===== src/rtl/alu_seq.sv =====
// alu_seq -- registered, handshaked signed ALU with an iterative divider.
//
// Accepts one operation per in_valid/in_ready handshake. Single-cycle ops are
// computed straight from the inputs and registered on the accept edge.
// Div/mod go through an N-step restoring divider that works on operand
// magnitudes, with signs fixed up afterwards. The result and the NZVC flags
// are held until the consumer takes them with out_ready.
//
// Parameters:
//   N          operand/result width (N >= 4)
//   DIV_CYCLES divider iteration count, must equal N
//
// Ports:
//   clk, rst            clock (rising edge), asynchronous active-high reset
//   in_valid, in_ready  request handshake; in_ready is high only in IDLE
//   a, b, ctrl          signed operands and 4-bit opcode
//   out_valid, out_ready result handshake; out_valid is high only in DONE
//   result, flags       registered result and {N, Z, V, C}
//   busy                high whenever the block is not IDLE
//
// Build option:
//   ALU_SEQ_ASR_EN      when defined, opcode 1010 is arithmetic shift right;
//                       otherwise 1010 is an unused opcode.

module alu_seq #(
  parameter int N          = 8,
  parameter int DIV_CYCLES = N
) (
  input  logic         clk,
  input  logic         rst,
  input  logic         in_valid,
  output logic         in_ready,
  input  logic [N-1:0] a,
  input  logic [N-1:0] b,
  input  logic [3:0]   ctrl,
  output logic         out_valid,
  input  logic         out_ready,
  output logic [N-1:0] result,
  output logic [3:0]   flags,
  output logic         busy
);

  typedef enum logic [1:0] {IDLE, DIV, DONE} state_t;

  localparam int CW = $clog2(DIV_CYCLES);
  localparam logic [CW-1:0] LAST_COUNT = CW'(DIV_CYCLES - 1);
  localparam logic [N-1:0]  SHAMT_MAX  = N'(N);
  localparam logic [N-1:0]  MOST_NEG   = {1'b1, {(N-1){1'b0}}};
  localparam logic [N:0]    ONE_EXT    = {{N{1'b0}}, 1'b1};

  localparam logic [3:0] OP_ADD  = 4'b0000;
  localparam logic [3:0] OP_SUB  = 4'b0001;
  localparam logic [3:0] OP_MUL  = 4'b0010;
  localparam logic [3:0] OP_OR   = 4'b0011;
  localparam logic [3:0] OP_MOD  = 4'b0100;
  localparam logic [3:0] OP_AND  = 4'b0101;
  localparam logic [3:0] OP_COPY = 4'b0110;
  localparam logic [3:0] OP_SHL  = 4'b0111;
  localparam logic [3:0] OP_DIV  = 4'b1000;
  localparam logic [3:0] OP_SHR  = 4'b1001;
`ifdef ALU_SEQ_ASR_EN
  localparam logic [3:0] OP_ASR  = 4'b1010;
`endif

  state_t          state_q, state_d;
  logic [N-1:0]    result_q, result_d;
  logic [3:0]      flags_q, flags_d;
  logic [CW-1:0]   count_q, count_d;
  logic [N-1:0]    rem_q, rem_d;
  logic [N-1:0]    quo_q, quo_d;
  logic [N-1:0]    dvs_q, dvs_d;
  logic [N-1:0]    a_q, a_d;
  logic [N-1:0]    b_q, b_d;
  logic            is_mod_q, is_mod_d;

  logic [N:0]      sum, diff, shl_ext, shr_ext;
  logic [2*N-1:0]  prod;
  logic            big_shift;
  logic [N-1:0]    alu_res;
  logic            alu_v, alu_c;
  logic [3:0]      alu_flags;
`ifdef ALU_SEQ_ASR_EN
  logic [N:0]      asr_ext;
`endif

  logic [N:0]      rem_shift, trial;
  logic [N-1:0]    step_rem, step_quo;
  logic [N-1:0]    quo_signed, rem_signed;
  logic [N-1:0]    div_res;
  logic            div_v, div_c;
  logic [3:0]      div_flags;

  // Single-cycle datapath. Shifts use a one-bit extension so the last bit
  // shifted out lands in the extra position and becomes the carry; with a
  // zero amount that position holds the padding zero, so C=0 falls out.
  always_comb begin
    sum       = {1'b0, a} + {1'b0, b};
    diff      = {1'b0, a} + {1'b0, ~b} + ONE_EXT;
    prod      = {{N{a[N-1]}}, a} * {{N{b[N-1]}}, b};
    shl_ext   = {1'b0, a} << b;
    shr_ext   = {a, 1'b0} >> b;
    big_shift = (b >= SHAMT_MAX);
`ifdef ALU_SEQ_ASR_EN
    asr_ext   = $signed({a, 1'b0}) >>> b;
`endif
    alu_res   = '0;
    alu_v     = 1'b0;
    alu_c     = 1'b0;
    case (ctrl)
      OP_ADD: begin
        alu_res = sum[N-1:0];
        alu_c   = sum[N];
        alu_v   = (a[N-1] == b[N-1]) && (sum[N-1] != a[N-1]);
      end
      OP_SUB: begin
        alu_res = diff[N-1:0];
        alu_c   = diff[N];
        alu_v   = (a[N-1] != b[N-1]) && (diff[N-1] != a[N-1]);
      end
      OP_MUL: begin
        alu_res = prod[N-1:0];
        // The product fits only if the top N+1 bits are all sign copies.
        alu_v   = (prod[2*N-1:N-1] != '0) && (prod[2*N-1:N-1] != '1);
        alu_c   = alu_v;
      end
      OP_OR:   alu_res = a | b;
      OP_AND:  alu_res = a & b;
      OP_COPY: alu_res = b;
      OP_SHL: begin
        if (!big_shift) begin
          alu_res = shl_ext[N-1:0];
          alu_c   = shl_ext[N];
        end
      end
      OP_SHR: begin
        if (!big_shift) begin
          alu_res = shr_ext[N:1];
          alu_c   = shr_ext[0];
        end
      end
`ifdef ALU_SEQ_ASR_EN
      OP_ASR: begin
        // Past the width every bit shifted out is a sign copy.
        if (big_shift) begin
          alu_res = {N{a[N-1]}};
          alu_c   = a[N-1];
        end else begin
          alu_res = asr_ext[N:1];
          alu_c   = asr_ext[0];
        end
      end
`endif
      default: alu_res = '0;
    endcase
    alu_flags = {alu_res[N-1], (alu_res == '0), alu_v, alu_c};
  end

  // One restoring-divider step plus the final sign fix-up. The fix-up is
  // applied to this step's outputs so the last iteration and the correction
  // share one edge. The partial remainder is always below the divisor
  // magnitude, so the shifted value never needs more than N+1 bits.
  always_comb begin
    rem_shift = {rem_q, quo_q[N-1]};
    trial     = rem_shift - {1'b0, dvs_q};
    if (!trial[N]) begin
      step_rem = trial[N-1:0];
      step_quo = {quo_q[N-2:0], 1'b1};
    end else begin
      step_rem = rem_shift[N-1:0];
      step_quo = {quo_q[N-2:0], 1'b0};
    end
    quo_signed = (a_q[N-1] ^ b_q[N-1]) ? -step_quo : step_quo;
    rem_signed = a_q[N-1] ? -step_rem : step_rem;
    div_v      = 1'b0;
    div_c      = 1'b0;
    if (b_q == '0) begin
      div_res = is_mod_q ? a_q : '1;
      div_v   = 1'b1;
      div_c   = 1'b1;
    end else if ((a_q == MOST_NEG) && (b_q == '1)) begin
      div_res = is_mod_q ? '0 : MOST_NEG;
      div_v   = 1'b1;
    end else begin
      div_res = is_mod_q ? rem_signed : quo_signed;
    end
    div_flags = {div_res[N-1], (div_res == '0), div_v, div_c};
  end

  // Control FSM and datapath register updates.
  always_comb begin
    state_d  = state_q;
    result_d = result_q;
    flags_d  = flags_q;
    count_d  = count_q;
    rem_d    = rem_q;
    quo_d    = quo_q;
    dvs_d    = dvs_q;
    a_d      = a_q;
    b_d      = b_q;
    is_mod_d = is_mod_q;
    case (state_q)
      IDLE: begin
        if (in_valid) begin
          if ((ctrl == OP_DIV) || (ctrl == OP_MOD)) begin
            state_d  = DIV;
            a_d      = a;
            b_d      = b;
            is_mod_d = (ctrl == OP_MOD);
            quo_d    = a[N-1] ? -a : a;
            dvs_d    = b[N-1] ? -b : b;
            rem_d    = '0;
            count_d  = '0;
          end else begin
            result_d = alu_res;
            flags_d  = alu_flags;
            state_d  = DONE;
          end
        end
      end
      DIV: begin
        rem_d   = step_rem;
        quo_d   = step_quo;
        count_d = count_q + CW'(1);
        if (count_q == LAST_COUNT) begin
          result_d = div_res;
          flags_d  = div_flags;
          state_d  = DONE;
        end
      end
      DONE: begin
        if (out_ready) state_d = IDLE;
      end
      default: state_d = IDLE;
    endcase
  end

  always_ff @(posedge clk or posedge rst) begin
    if (rst) begin
      state_q  <= IDLE;
      result_q <= '0;
      flags_q  <= '0;
      count_q  <= '0;
      rem_q    <= '0;
      quo_q    <= '0;
      dvs_q    <= '0;
      a_q      <= '0;
      b_q      <= '0;
      is_mod_q <= 1'b0;
    end else begin
      state_q  <= state_d;
      result_q <= result_d;
      flags_q  <= flags_d;
      count_q  <= count_d;
      rem_q    <= rem_d;
      quo_q    <= quo_d;
      dvs_q    <= dvs_d;
      a_q      <= a_d;
      b_q      <= b_d;
      is_mod_q <= is_mod_d;
    end
  end

  assign in_ready  = (state_q == IDLE);
  assign out_valid = (state_q == DONE);
  assign busy      = (state_q != IDLE);
  assign result    = result_q;
  assign flags     = flags_q;

endmodule


===== config.mk =====
export PLATFORM = sky130hd
export DESIGN_NAME = alu_seq
export DESIGN_NICKNAME = d
export VERILOG_FILES = /design/src/rtl/alu_seq.sv
export SDC_FILE = /design/constraint.sdc
export NUM_CORES = 1
export LEC_CHECK = 0
export BUFFER_PORTS_ARGS = -buffer_cell sky130_fd_sc_hd__buf_4
export CAP_MARGIN = 30
export CORE_MARGIN = 2
export CORE_UTILIZATION = 35
export CTS_CLUSTER_SIZE = 14
export DETAILED_ROUTE_END_ITERATION = 6
export GPL_TIMING_DRIVEN = 0
export PLACE_DENSITY_LB_ADDON = 0.15
export SYNTH_ARGS = -nofsm -noshare
export SYNTH_HDL_FRONTEND = slang
export SYNTH_SLANG_ARGS = --single-unit

===== constraint.sdc =====
create_clock -name clk -period 3.9 [get_ports clk]
set_clock_uncertainty 0.1 [all_clocks]
set_input_delay 0.195 -clock clk [delete_from_list [all_inputs] [get_ports clk]]
set_output_delay 0.195 -clock clk [all_outputs]
set_load 0.01 [all_outputs]

Word-level counts from Yosys, hierarchy flattened. Index checks and enable logic that the tools add are counted.

$add $sub $neg: 9. $mul: 1. Divide/modulo/power cells: 0. $lt $le $gt $ge: 1. Equality and inequality tests: 24. Shift operators: 2. Muxes and demuxes: 43. Bitwise gates (word level): 4. Reductions and logical operators: 17.

Operator list (count): 8-bit 2-to-1 mux (19); 8-bit one-hot mux with 8 select lines (1); 8-bit one-hot mux with 2 select lines (3); 8-bit negation (4); 8-bit logical NOT (3); 8-bit by 8-bit adder with 9-bit output (2); 4-bit by 3-bit == test with 1-bit output, second input constant (4); 8-bit == test, second input constant (2); 8-bit by 8-bit multiplier with 16-bit output (1); 4-bit 2-to-1 mux (3); 9-bit by 1-bit adder with 9-bit output, second input constant (1); 9-bit inequality test, second input constant (1); 3-bit AND reduction (3); 9-bit nonzero test (1); 8-bit by 8-bit left shift with 9-bit output (1); 9-bit by 8-bit right shift with 9-bit output (1); 9-bit by 8-bit subtractor with 9-bit output (1); 8-bit bitwise AND (1); 4-bit by 2-bit == test with 1-bit output, second input constant (2); 4-bit == test, second input constant (2); 8-bit by 4-bit >= comparator with 1-bit output, second input constant (1); 2-bit 2-to-1 mux (4); 8-bit inverter (1); 8-bit OR (1); 23 further kinds (38).

Bits in registers: 58. Bits in latches: 0. RAM bits: 0. ROM bits: 0. Bits of input ports: 24. Output and inout bits: 15. Logic and storage cells: 111. Memories kept: 0.

Logic depth before layout (Yosys ltp). Gate-level depths: netlist of run 1.

Depth after elaboration: 10. Gate-level depth with buffers: 22. Gate-level depth less buffers: 20.

Least setup slack after synthesis of run 1. No wires, ideal clock.

Path type: input-to-reg. Start point: input port b[0]. End point: register flags_q[0] (netlist: flags[0]). Setup time: 0.077 ns. Data arrival time: 4.901 ns. Required time: 3.723 ns. Slack: -1.179 ns. Stages on the path: 20. Buffers on the path: 2. Path through: clkbuf_1 > buf_1 > nand2_1 > fa_1 > inv_1 > fa_1 > inv_1 > fa_1 > fa_1 > inv_1 > ha_1 > o21ai_0 > nor2_1 > o221a_2 > nor4_1 > o31ai_1 > xnor2_1 > nor3_1 > a311o_1 > a21oi_1.

Cells in the longest elaborated chain, start to end: 7. Elaborated cells between the ends (all ways): 17. Those cells by class: add/sub (3); mul (1); order compare (1); eq/ne (1); shift (2); mux (6); bitwise (1); reduce/logical (2).

Ends and longest elaborated chain: start, declared (RTL line 34) `input logic [N-1:0] b,`; 8-bit by 8-bit multiplier with 16-bit output or 8-bit inverter (tied branches) (RTL line 99, 98); 9-bit inequality test, or another cell as far along (RTL line 123) `alu_v = (prod[2*N-1:N-1] != '0) && (prod[2*N-1:N-1] != '1);`; 1-bit logical AND or 9-bit by 1-bit adder with 9-bit output (tied branches) (RTL line 123, 98); 1-bit one-hot mux with 5 select lines (*) (RTL line 109) `case (ctrl)`; 4-bit 2-to-1 mux (*) (RTL line 204) `if ((ctrl == OP_DIV) || (ctrl == OP_MOD)) begin`; 4-bit 2-to-1 mux (*) (RTL line 203) `if (in_valid) begin`; 4-bit one-hot mux with 2 select lines (*) (RTL line 201) `case (state_q)`; end signal, assigned (RTL line 252) `flags_q <= flags_d;`; end, declared (RTL line 67) `logic [3:0] flags_q, flags_d;`.

Every way passes the cells marked *; elsewhere a longest branch is shown, timed or not. The select of a mux whose other input is x is not followed. A chain may end at the register's enable or synchronous reset.

Worst setup path after layout of run 1.
Start point: input port a[7]. End point: register flags_q[0] (netlist: flags[0]).

Cells in the longest elaborated chain, start to end: 7. Elaborated cells between the ends (all ways): 15. Those cells by class: add/sub (3); mul (1); eq/ne (1); shift (2); mux (6); reduce/logical (2).

Ends and longest elaborated chain: start, declared (RTL line 33) `input logic [N-1:0] a,`; 8-bit by 8-bit multiplier with 16-bit output (RTL line 99) `prod = {{N{a[N-1]}}, a} * {{N{b[N-1]}}, b};`; 9-bit inequality test or 9-bit nonzero test (tied branches) (RTL line 123); 1-bit logical AND (RTL line 123); 1-bit one-hot mux with 5 select lines (*) (RTL line 109); 4-bit 2-to-1 mux (*) (RTL line 204); 4-bit 2-to-1 mux (*) (RTL line 203); 4-bit one-hot mux with 2 select lines (*) (RTL line 201).

Marked as above.

==> metrics, run 1 <==
DP Area=8930 um2; via count=7,759; ANT cells=0; Critical-path top delay cell=fa_1; Final ANT Viol Nets=0; post-synthesis xor/xnor area fraction=5.19%; vias in the first global route=7,963; Clock Latency Late Sink=0.30 ns; fin area=10,200 um2; DIE WIDTH=155 um; Tot GR Track Use=23.8%; startpoint types=input port; hold_sp=in_valid; largest net degree at the start of global routing=40; Async SR Flop Fraction=100%; Main synth FF type=dfrtp_1; Setup CP Type=input port to register; fin crit period=4.53 ns; WP buf/inv=6; grt peak-use layer=met2; failing checks=DRC, setup timing; Adder-Cell Fraction of Synth Area=25.4%; Multi-input gate area=6370 um2; Rows=55; Hold Violations, Final=0; crit-path most repeated cell=fa_1; DR WL/cell=20.0 um; synthesized area=7930 um2; pre-CTS setup slack=-1.47 ns; largest cells by area after synthesis=dfrtp_1, fa_1, ha_1; routed vias/inst=5.53; total negative slack=-2.55 ns; GR Layer Usage met1=29.6%; sequential share of the synthesized area=17.7%; die area=23,900 um2; Pre-antenna DRT Iters=7; grt total ovfl=0; Critical Path Source=a[7]; top cell type's share of synthesized area=17.7%; flop2flop setup slack=-0.22 ns; count leader, synth=nand2_1; FF+latch area=1400 um2; Max Cap Viol=0; top cell type by total area after synthesis=dfrtp_1; Max Slew Vio Count=0; Syn Nets=1,166; layout net count=1,268; CTS tree=built; Mapped Avg Cell Area=7.80 um2; Reg-to-Reg Start=quo_q[7]; number of endpoints failing setup at the final stage=6; Synth Instances=1,016; TritonCTS Buffers=5; Slew HR=46.2%; met3 usage=2.10%; outcome=finished, violations left; core area=22,400 um2; Area Overhead vs Synth=28.7%; DP Wirelength=22.3 mm; PnR worst setup slack=-0.632 ns; Crit. End Element=register; WP data arrival=4.67 ns; Pleak=4.42 nW; CP cell instances=buf_8 > clkbuf_16 > buf_12 > nand2_8 > inv_4 > fa_1 > inv_1 > fa_1 > fa_1 > fa_1 > inv_2 > ha_4 > or3_4 > o221a_4 > nor4_4 > o31ai_2 > xnor2_1 > nor3_1 > a311o_1 > a21oi_1; Commonest cells post-synth=nand2_1, inv_1, nor2_1, ha_1, o21ai_0; Ports=39; Root Driver=clkbuf_16; GRT met2 Usage=43.7%; first-pass GRT wire length=44.4 mm; Yosys warnings=0; DRT iter0 DRCs=465; CP peak stage delay=0.54 ns; period utilisation layout=116%; worst path required time=4.04 ns; PwrDens=696 nW/um2; number of flops mapped to enable cells by yosys=0; RSZ-0062 raised after global routing=yes; clock tree buffer depth=2; final wirelength=28.1 mm; fillcell total=2,300; Worst-path clk slew=0.08 ns; Yosys cell types=75; Max Clk Rate=0.221 GHz; Hold WS=0.180 ns; crit path max fanout=5; Max H-tree Level=2; initial antenna violation count=0; largest family of logic cells by synthesized area=adder cells; Die Span Y=155 um; simple-gate share of the synthesized area=20.5%; post-synthesis mux area share=2.56%; initial core utilization=35.3%; worst slew pin tran=0.796 ns; Peak VDD IR=0.502 mV; number of remaining DRC errors=2; Top delay family on crit path=adder cells; Yosys reg bits=56; number of port buffers=38; Synth Area in Compound Gates=20.2%; Hold Crit Class=input port to register; Finished Core Util=45.5%; Num Clock Sinks=56; gpl congestion=0.969; share of cells above drive strength 1=23.1%
## placed cells by master (no fill, tap or decap), types with 17 or more instances in the layout
| cell type | n |
|---|---|
| inv_1 | 89 |
| nor2_1 | 84 |
| nand2_1 | 118 |
| dfrtp_1 | 54 |
| o21ai_0 | 59 |
| clkbuf_16 | 17 |
| fa_1 | 51 |
| nand3_1 | 21 |
| a21oi_1 | 55 |
| nor3_1 | 25 |
| clkbuf_1 | 30 |
| buf_4 | 81 |
| xnor2_1 | 34 |
| ha_1 | 48 |
## sequential cells by signal, summed over array words and instances (netlist names)
register / flops
a_q: 8
dvs_q: 8
quo_q: 8
rem_q: 8
result: 8
b_q: 7
count_q: 3
flags: 3
state_q: 2
is_mod_q: 1
## final cells by class
type	instances	share of cell area, %
inverters	120	5.33
plain buffers	53	5.32
multi-input cells	784	62.5
repair buffers	98	8.19
clock buffers	5	1.23
clock inverters	3	0.208
well taps	285	3.49
flip-flops and latches	56	13.8
## worst paths after layout
kind | to | cells after the start
worst max-delay path | flags[0] | 20
min in group asynchronous | dvs_q[6] | 3
max in group asynchronous | quo_q[7] | 4
worst min-delay path | state_q[0] | 4
worst max register to register | flags[2] | 17
worst min register to register | dvs_q[7] | 2
## power breakdown
part / switching [W] / internal [W] / leakage, nW / total (W)
logic: 0.00298 / 0.00260 / 3.64 / 0.00558
clock network: 0.000228 / 0.000240 / 0.0702 / 0.000468
registers: 0.000235 / 0.000817 / 0.717 / 0.00105
## per-layer routing
| metal | share of wire (%) | wire length [um] |
|---|---|---|
| met2 | 51 | 14200 |
| met1 | 41 | 11400 |
| met3 | 5.3 | 1480 |
| met4 | 3.4 | 962 |
| met5 | 0 | 0 |
## tightest hold or removal path, stage by stage
cell and delay, ns:
buf_4 0.12, nand2_1 0.07, mux2_2 0.14, nor2_1 0.03
## kinds of logic after synthesis
| family | after synthesis |
|---|---|
| AO/OA/AOI/OAI | 245 |
| buffers and inverters | 176 |
| multiplexers | 17 |
| AND/OR/NAND/NOR | 349 |
| flip-flops | 56 |
| XOR/XNOR | 47 |
| adder cells (fa/ha/maj) | 126 |
## per-stage QoR
stage          std cells  power, W
6_report            1404   0.00710
5_1_grt             1404   0.00771
4_1_cts             1386   0.00665
3_5_place_dp        1341   0.00545
3_3_place_gp        1339   0.00543
2_1_floorplan       1016   0.00430
## what timing repair did
action                                  4_1_cts  5_1_grt
setup buffers                                37       20
endpoints found under the setup margin        9        9
hold endpoints to repair                     18        0
hold buffers                                  2        0
pin swaps                                    65       35
gates resized for setup                     122       44
Power figures use the tool's default switching activity.
==> run 2, diff against run 1 <==
--- a/config.mk
+++ b/config.mk
@@ -5,6 +5,7 @@
 export SDC_FILE = /design/constraint.sdc
 export NUM_CORES = 1
 export LEC_CHECK = 0
+export ABC_AREA = 1
 export BUFFER_PORTS_ARGS = -buffer_cell sky130_fd_sc_hd__buf_4
 export CAP_MARGIN = 30
 export CORE_MARGIN = 2
==> run 2 against run 1 <==
Net effect:
- the flow finishes with violations (setup timing)
- total power decreased by 1.4%
- global-route usage decreased by 1.1 points
- die area increased by 2.6%
- critical path depth grew 2
- flip-flop and latch count unchanged
- first-iteration DRC count rose by 38%
- area after synthesis increased by 2.7%
- clock power rose by 4.3%
- count of clock-buffer cells in the layout stayed put
- utilization fell by 1.4 points
- largest cell class unchanged
- largest power group unchanged
- highest routed layer unchanged
==> metrics, run 2 <==
initial antenna violation count=0 (unchanged); pre-CTS setup slack=-1.38 ns (+0.0875 ns); WP data arrival=4.42 ns (-0.25 ns); largest net degree at the start of global routing=34 (-15%); TritonCTS Buffers=5 (unchanged); WL met3=1.27 mm (-14%); DP Wirelength=21.9 mm (-1.7%); Main synth FF type=dfrtp_1; Peak VDD IR=0.654 mV (+30%); CP cell instances=buf_8 > clkbuf_16 > nand2_4 > fa_1 > inv_2 > fa_1 > inv_2 > fa_1 > fa_1 > inv_2 > ha_4 > inv_4 > buf_4 > o31ai_1 > xor2_1 > nand3_1 > nor2_1 > nand4_1 > nand3_4 > nand2_2 > nand2_2 > a21oi_2; DIE WIDTH=157 um (+1.3%); top cell type by total area after synthesis=dfrtp_1; Tot GR Track Use=22.8% (-1.1 points); RSZ-0062 raised after global routing=yes; PnR worst setup slack=-0.430 ns (+0.202 ns); Top delay family on crit path=adder cells; Async SR Flop Fraction=100% (unchanged); clock tree buffer depth=2 (unchanged); flop2flop setup slack=0.54 ns (+0.76 ns); gpl congestion=0.941 (-2.9%); core area=22,700 um2 (+1.2%); Hold Crit Class=input port to register; Commonest cells post-synth=nand2_1, inv_1, nor2_1, o21ai_0, nand3_1; sequential share of the synthesized area=17.2% (-0.46 points); Slew HR=54.4% (+8.1 points); Root Driver=clkbuf_16; Clock Latency Late Sink=0.30 ns (about the same); DRT iter0 DRCs=640 (+38%); number of port buffers=38 (unchanged); startpoint types=input port; Ports=39 (unchanged); Reg-to-Reg Start=quo_q[7]; number of remaining DRC errors=0 (-2); first-pass GRT wire length=43.6 mm (-1.6%); number of flops mapped to enable cells by yosys=0 (unchanged); fin crit period=4.33 ns (-0.202 ns); number of endpoints failing setup at the final stage=6 (unchanged); top cell type's share of synthesized area=17.2% (-0.46 points); PwrDens=700 nW/um2 (+0.61%); Yosys cell types=47 (-37%); met2 wire len=12.6 mm (-11%); WHS Endpoint=dvs_q[0]; routed vias/inst=5.14 (-7.0%); CTS tree=built; Critical-path top delay cell=fa_1; Crit. End Element=register; Setup CP Type=input port to register; Max Slew Vio Count=0 (unchanged); crit-path most repeated cell=fa_1; most frequent cells in the layout=nand2_1, inv_1, nor2_1; hold path depth=3 (-1); Worst-path clk slew=0.08 ns (about the same); Hold Violations, Final=0 (unchanged); Rows=55 (unchanged); uppermost layer routed=met4; met1 wire length=12.7 mm (+11%); layout net count=1,456 (+15%); Num Clock Sinks=56 (unchanged); via count=8,184 (+5.5%); Area Overhead vs Synth=22.8%; most common cell after layout, fill and taps aside=nand2_1; failing checks=setup timing; Final ANT Viol Nets=0 (unchanged); fin area=10,000 um2 (-2.0%); initial core utilization=35.9% (+0.51 points); Max Clk Rate=0.231 GHz (+4.7%); die area=24,500 um2 (+2.6%); DP Area=9040 um2 (+1.2%); DR WL/cell=17.1 um (-14%); Mapped Avg Cell Area=6.66 um2 (-15%); ANT cells=0 (unchanged); Syn Nets=1,372 (+18%); WP buf/inv=7 (+1); cells on worst reg2reg path=24 (+7); Yosys warnings=0 (unchanged); final wirelength=27.2 mm (-3.0%); Pleak=5.18 nW (+17%); worst path required time=3.99 ns (-0.05 ns); Max H-tree Level=2 (unchanged); vias in the first global route=7,995 (+0.40%); worst slew pin tran=0.684 ns (-0.112 ns); Die Span Y=157 um (+1.3%); outcome=finished, violations left; grt total ovfl=0 (unchanged); end of the worst register-to-register path=flags[2]; Yosys reg bits=56 (unchanged); period utilisation layout=111% (-5.2 points); synthesized area=8140 um2 (+2.7%); Max Cap Viol=0 (unchanged); largest cells by area after synthesis=dfrtp_1, nand2_1, fa_1; total negative slack=-1.66 ns (+0.892 ns); count leader, synth=nand2_1; share of cells above drive strength 1=16.3% (-6.8 points); Synth Instances=1,222 (+20%); hold_sp=b[0]; CP peak stage delay=0.57 ns (+0.03 ns); crit path max fanout=4 (-1); Pre-antenna DRT Iters=5 (-2)
## run 2: cells by family after synthesis
| family | after synthesis | synth area share [%] |
|---|---|---|
| buffers and inverters | 285 | 13.3 |
| xor gates and xnor gates | 22 | 2.37 |
| and+or+nand+nor | 528 | 27.8 |
| DFF | 56 | 17.2 |
| AOI/OAI and AO/OA | 205 | 14.7 |
| adders and majority gates | 126 | 24.7 |
## run 2: final cells by class
class / count / area, um2
clock inverters: 3 / 28.8
inverters: 246 / 952
fillers: 2401 / 12700
plain buffers: 33 / 389
flip-flops and latches: 56 / 1400
clock buffers: 5 / 125
multi-input cells: 881 / 6000
repair buffers: 83 / 748
well taps: 285 / 357
## run 2: worst max path at each step
stage                     endpoint  slack (ns)  startpoint  cells past startpoint
after floorplan           flags[0]       -0.35        a[7]                     28
after global placement    flags[1]       -1.40        a[5]                     20
after detailed placement  flags[1]       -1.38        a[5]                     20
after CTS                 flags[1]       -0.47        a[7]                     28
after global routing      flags[0]       -0.67        a[6]                     28
final                     flags[0]       -0.43        a[6]                     22
## run 2: tightest hold or removal path, stage by stage
cell	delay, ns
buf_8	0.15
nand2_1	0.08
o21ai_0	0.07
## run 2: what timing repair did
action                     CTS  global route
buffers inserted            31            11
pin swaps                   53            49
resized for setup           82            43
hold endpoints to repair    24             0
hold buffers                 2             0
setup endpoints to repair    6             7
## run 2: layer usage
| layer | vias to the layer above | GRT usage, % |
|---|---|---|
| met2 | 231 | 37.8 |
| li1 | 4041 | - |
| met4 | 0 | 6.25 |
| met5 | - | 0 |
| met3 | 36 | 2.41 |
| met1 | 3876 | 31.5 |
## run 2: through the flow
| step | utilization, % | power [W] | std cells | hold WS (ns) |
|---|---|---|---|---|
| final | 44.0 | 0.00700 | 1592 | 0.136 |
| after global routing | 44.0 | 0.00781 | 1592 | 0.145 |
| after CTS | 43.1 | 0.00688 | 1581 | 0.153 |
| after detailed placement | 39.8 | 0.00604 | 1546 | 0.193 |
| after global placement | 39.7 | 0.00602 | 1545 | 0.277 |
| after floorplan | - | 0.00478 | 1222 | 0.181 |
## run 2: report_power, final
| part | total (W) | internal [W] | switching, W |
|---|---|---|---|
| sequential | 0.00106 | 0.000854 | 0.000202 |
| clock | 0.000488 | 0.000248 | 0.000240 |
| combinational | 0.00546 | 0.00211 | 0.00335 |
==> run 3, diff against run 2 <==
--- a/config.mk
+++ b/config.mk
@@ -14,6 +14,7 @@
 export DETAILED_ROUTE_END_ITERATION = 6
 export GPL_TIMING_DRIVEN = 0
 export PLACE_DENSITY_LB_ADDON = 0.15
+export REMOVE_ABC_BUFFERS = 1
 export SYNTH_ARGS = -nofsm -noshare
 export SYNTH_HDL_FRONTEND = slang
 export SYNTH_SLANG_ARGS = --single-unit
==> run 3 against run 2 <==
Net effect:
- the run still ends with setup timing left
- worst hold slack lost 0.071 ns
- first-iteration DRC count shrank 24%
- clock power shrank 5.9%
- critical path depth is the same
- flip-flop and latch count is the same
- sequential share of layout area shrank 0.068 points
- non-clock buffer count shrank 21
- total power grew 3.2%
- critical path type unchanged
==> metrics, run 3 (synthesized netlist as in run 2, its figures left out) <==
Slew HR=55.8% (+1.4 points); Internal Pwr Total=0.00337 W (+5.1%); Hold WS=0.0646 ns (-0.0712 ns); vias in the first global route=8,060 (+0.81%); share of cells above drive strength 1=17.5% (+1.2 points); die area=24,500 um2 (unchanged); Tot GR Track Use=22.6% (-0.17 points); cells on worst reg2reg path=22 (-8.3%); first-pass GRT wire length=43.3 mm (-0.76%); Critical Path Source=a[4]; fin area=10,100 um2 (+0.49%); final wirelength=27.0 mm (-0.89%); number of port buffers=38 (unchanged); WP data arrival=4.35 ns (-0.07 ns); DR WL/cell=17.2 um (+0.50%); DP Wirelength=20.2 mm (-7.8%); Die Span Y=157 um (unchanged); Finished Core Util=44.3% (+0.21 points); Pleak=5.16 nW (-0.34%); crit path max fanout=6 (+2); Pre-antenna DRT Iters=5 (unchanged); Num Clock Sinks=56 (unchanged); Comb power frac=78.8% (+0.9 points); Final ANT Viol Nets=0 (unchanged); initial antenna violation count=0 (unchanged); DRT iter0 DRCs=488 (-24%); Worst-path clk slew=0.07 ns (about the same); Seq pwr share=14.9% (-0.2 points); RSZ-0062 raised after global routing=yes; TritonCTS Buffers=5 (unchanged); clock tree buffer depth=2 (unchanged); Reg-to-Reg Start=dvs_q[0]; Crit. End Element=register; Hold Violations, Final=0 (unchanged); worst slew pin tran=0.663 ns (-0.0216 ns); Max Cap Viol=0 (unchanged); Rows=55 (unchanged); fin crit period=4.27 ns (-0.0643 ns); PwrDens=719 nW/um2 (+2.7%); hold path depth=3 (unchanged); Area Overhead vs Synth=23.4%; Sw Share=53.3% (-0.83 points); Clock Latency Late Sink=0.30 ns (about the same); initial core utilization=35.9% (unchanged); worst path required time=3.98 ns (about the same); routed vias/inst=5.20 (+1.1%); Peak VDD IR=0.854 mV (+30%); DIE WIDTH=157 um (unchanged); via count=8,163 (-0.26%); Root Driver=clkbuf_16; ANT cells=0 (unchanged); grt total ovfl=0 (unchanged); clock share of power=6.4% (-0.6 points); flop2flop setup slack=0.49 ns (-0.05 ns); gpl congestion=0.936 (-0.49%); Power Total=0.00723 W (+3.2%); Ports=39 (unchanged); end of the worst register-to-register path=flags[2]; failing checks=setup timing; CTS tree=built; Psw=0.00386 W (+1.6%); most common cell after layout, fill and taps aside=nand2_1; period utilisation layout=109% (-1.6 points); Max H-tree Level=2 (unchanged); largest net degree at the start of global routing=30 (-12%); Max Clk Rate=0.234 GHz (+1.5%); most frequent cells in the layout=nand2_1, inv_1, o21ai_0; number of remaining DRC errors=0 (unchanged); pre-CTS setup slack=-1.42 ns (-0.0370 ns); PnR worst setup slack=-0.366 ns (+0.0643 ns); crit path capture=flags[1]; Hold Crit Class=input port to register; number of endpoints failing setup at the final stage=5 (-1); startpoint types=input port; Max Slew Vio Count=0 (unchanged); Setup CP Type=input port to register; DP Area=8710 um2 (-3.7%); core area=22,700 um2 (unchanged); outcome=finished, violations left; layout net count=1,435 (-1.4%)
run 3: changes by cell type in the layout (fill, tap and decap cells not counted), moves of 4 or more:
cell / delta
nand2_1: -5
buf_2: -4
buf_16: +8
clkbuf_16: -11
bufbuf_16: +4
clkbuf_1: -14
buf_4: -4
nand2_2: +6
fa_1: -5
fa_2: +5
run 3: how the worst min path moves through the flow:
stage | from | to | slack, ns
2_1_floorplan | out_ready | state_q[1] | 0.18
3_3_place_gp | out_ready | state_q[1] | 0.28
3_5_place_dp | rst | count_q[1] | 0.23
6_report | b[3] | b_q[3] | 0.06
4_1_cts | b[3] | b_q[3] | 0.05
5_1_grt | b[3] | b_q[3] | 0.08
run 3: cell type report:
type / count / area (um2)
clock inverter: 1 / 8.76
sequential: 56 / 1400
timing repair buffer: 95 / 1140
fill: 2361 / 12700
inverter: 246 / 951
clock buffer: 6 / 129
multi-input combinational: 881 / 6070
tap: 285 / 357
run 3: power by group through the flow:
stage	Combinational, W	Sequential [W]	Clock (W)
after floorplan	0.00349	0.00105	0
after global placement	0.00466	0.00109	0
after detailed placement	0.00470	0.00109	0
after CTS	0.00547	0.00108	0.000470
after global routing	0.00642	0.00111	0.000495
final	0.00570	0.00107	0.000459
run 3: routing by layer:
metal	global-route usage, %	up-vias	share of wire [%]
met2	38.6	193	48
met3	2.63	33	5.0
met4	5.77	0	1.6
li1	-	4004	-
met5	0.414	-	0
met1	30.4	3933	45
run 3: worst max-delay path, stage by stage:
cell,delay (ns)
buf_16,0.13
ha_4,0.16
inv_4,0.05
fa_1,0.43
fa_1,0.60
fa_2,0.48
fa_1,0.57
inv_2,0.05
ha_4,0.28
nand2_2,0.08
nor3_4,0.21
buf_4,0.13
nand3_1,0.08
nand4_1,0.14
xnor2_2,0.15
nand2_2,0.08
nor2_2,0.09
nand3_2,0.09
nand3_4,0.14
nand2_4,0.08
nand2_2,0.06
a21oi_2,0.05
run 3: timing repair:
item                                    in CTS  in global routing
endpoints found under the hold margin       28                  0
hold buffers                                 2                  0
gates cloned                                 4                  0
endpoints found under the setup margin       6                  6
pin swaps                                   50                 35
buffers inserted                            35                 11
resized for setup                          136                 31
run 3: through the flow:
| stage | setup TNS [ns] | cells |
|---|---|---|
| after floorplan | -0.777 | 1183 |
| after global placement | -7.38 | 1506 |
| after detailed placement | -6.47 | 1511 |
| after CTS | -1.06 | 1559 |
| after global routing | -2.05 | 1570 |
| final | -1.11 | 1570 |
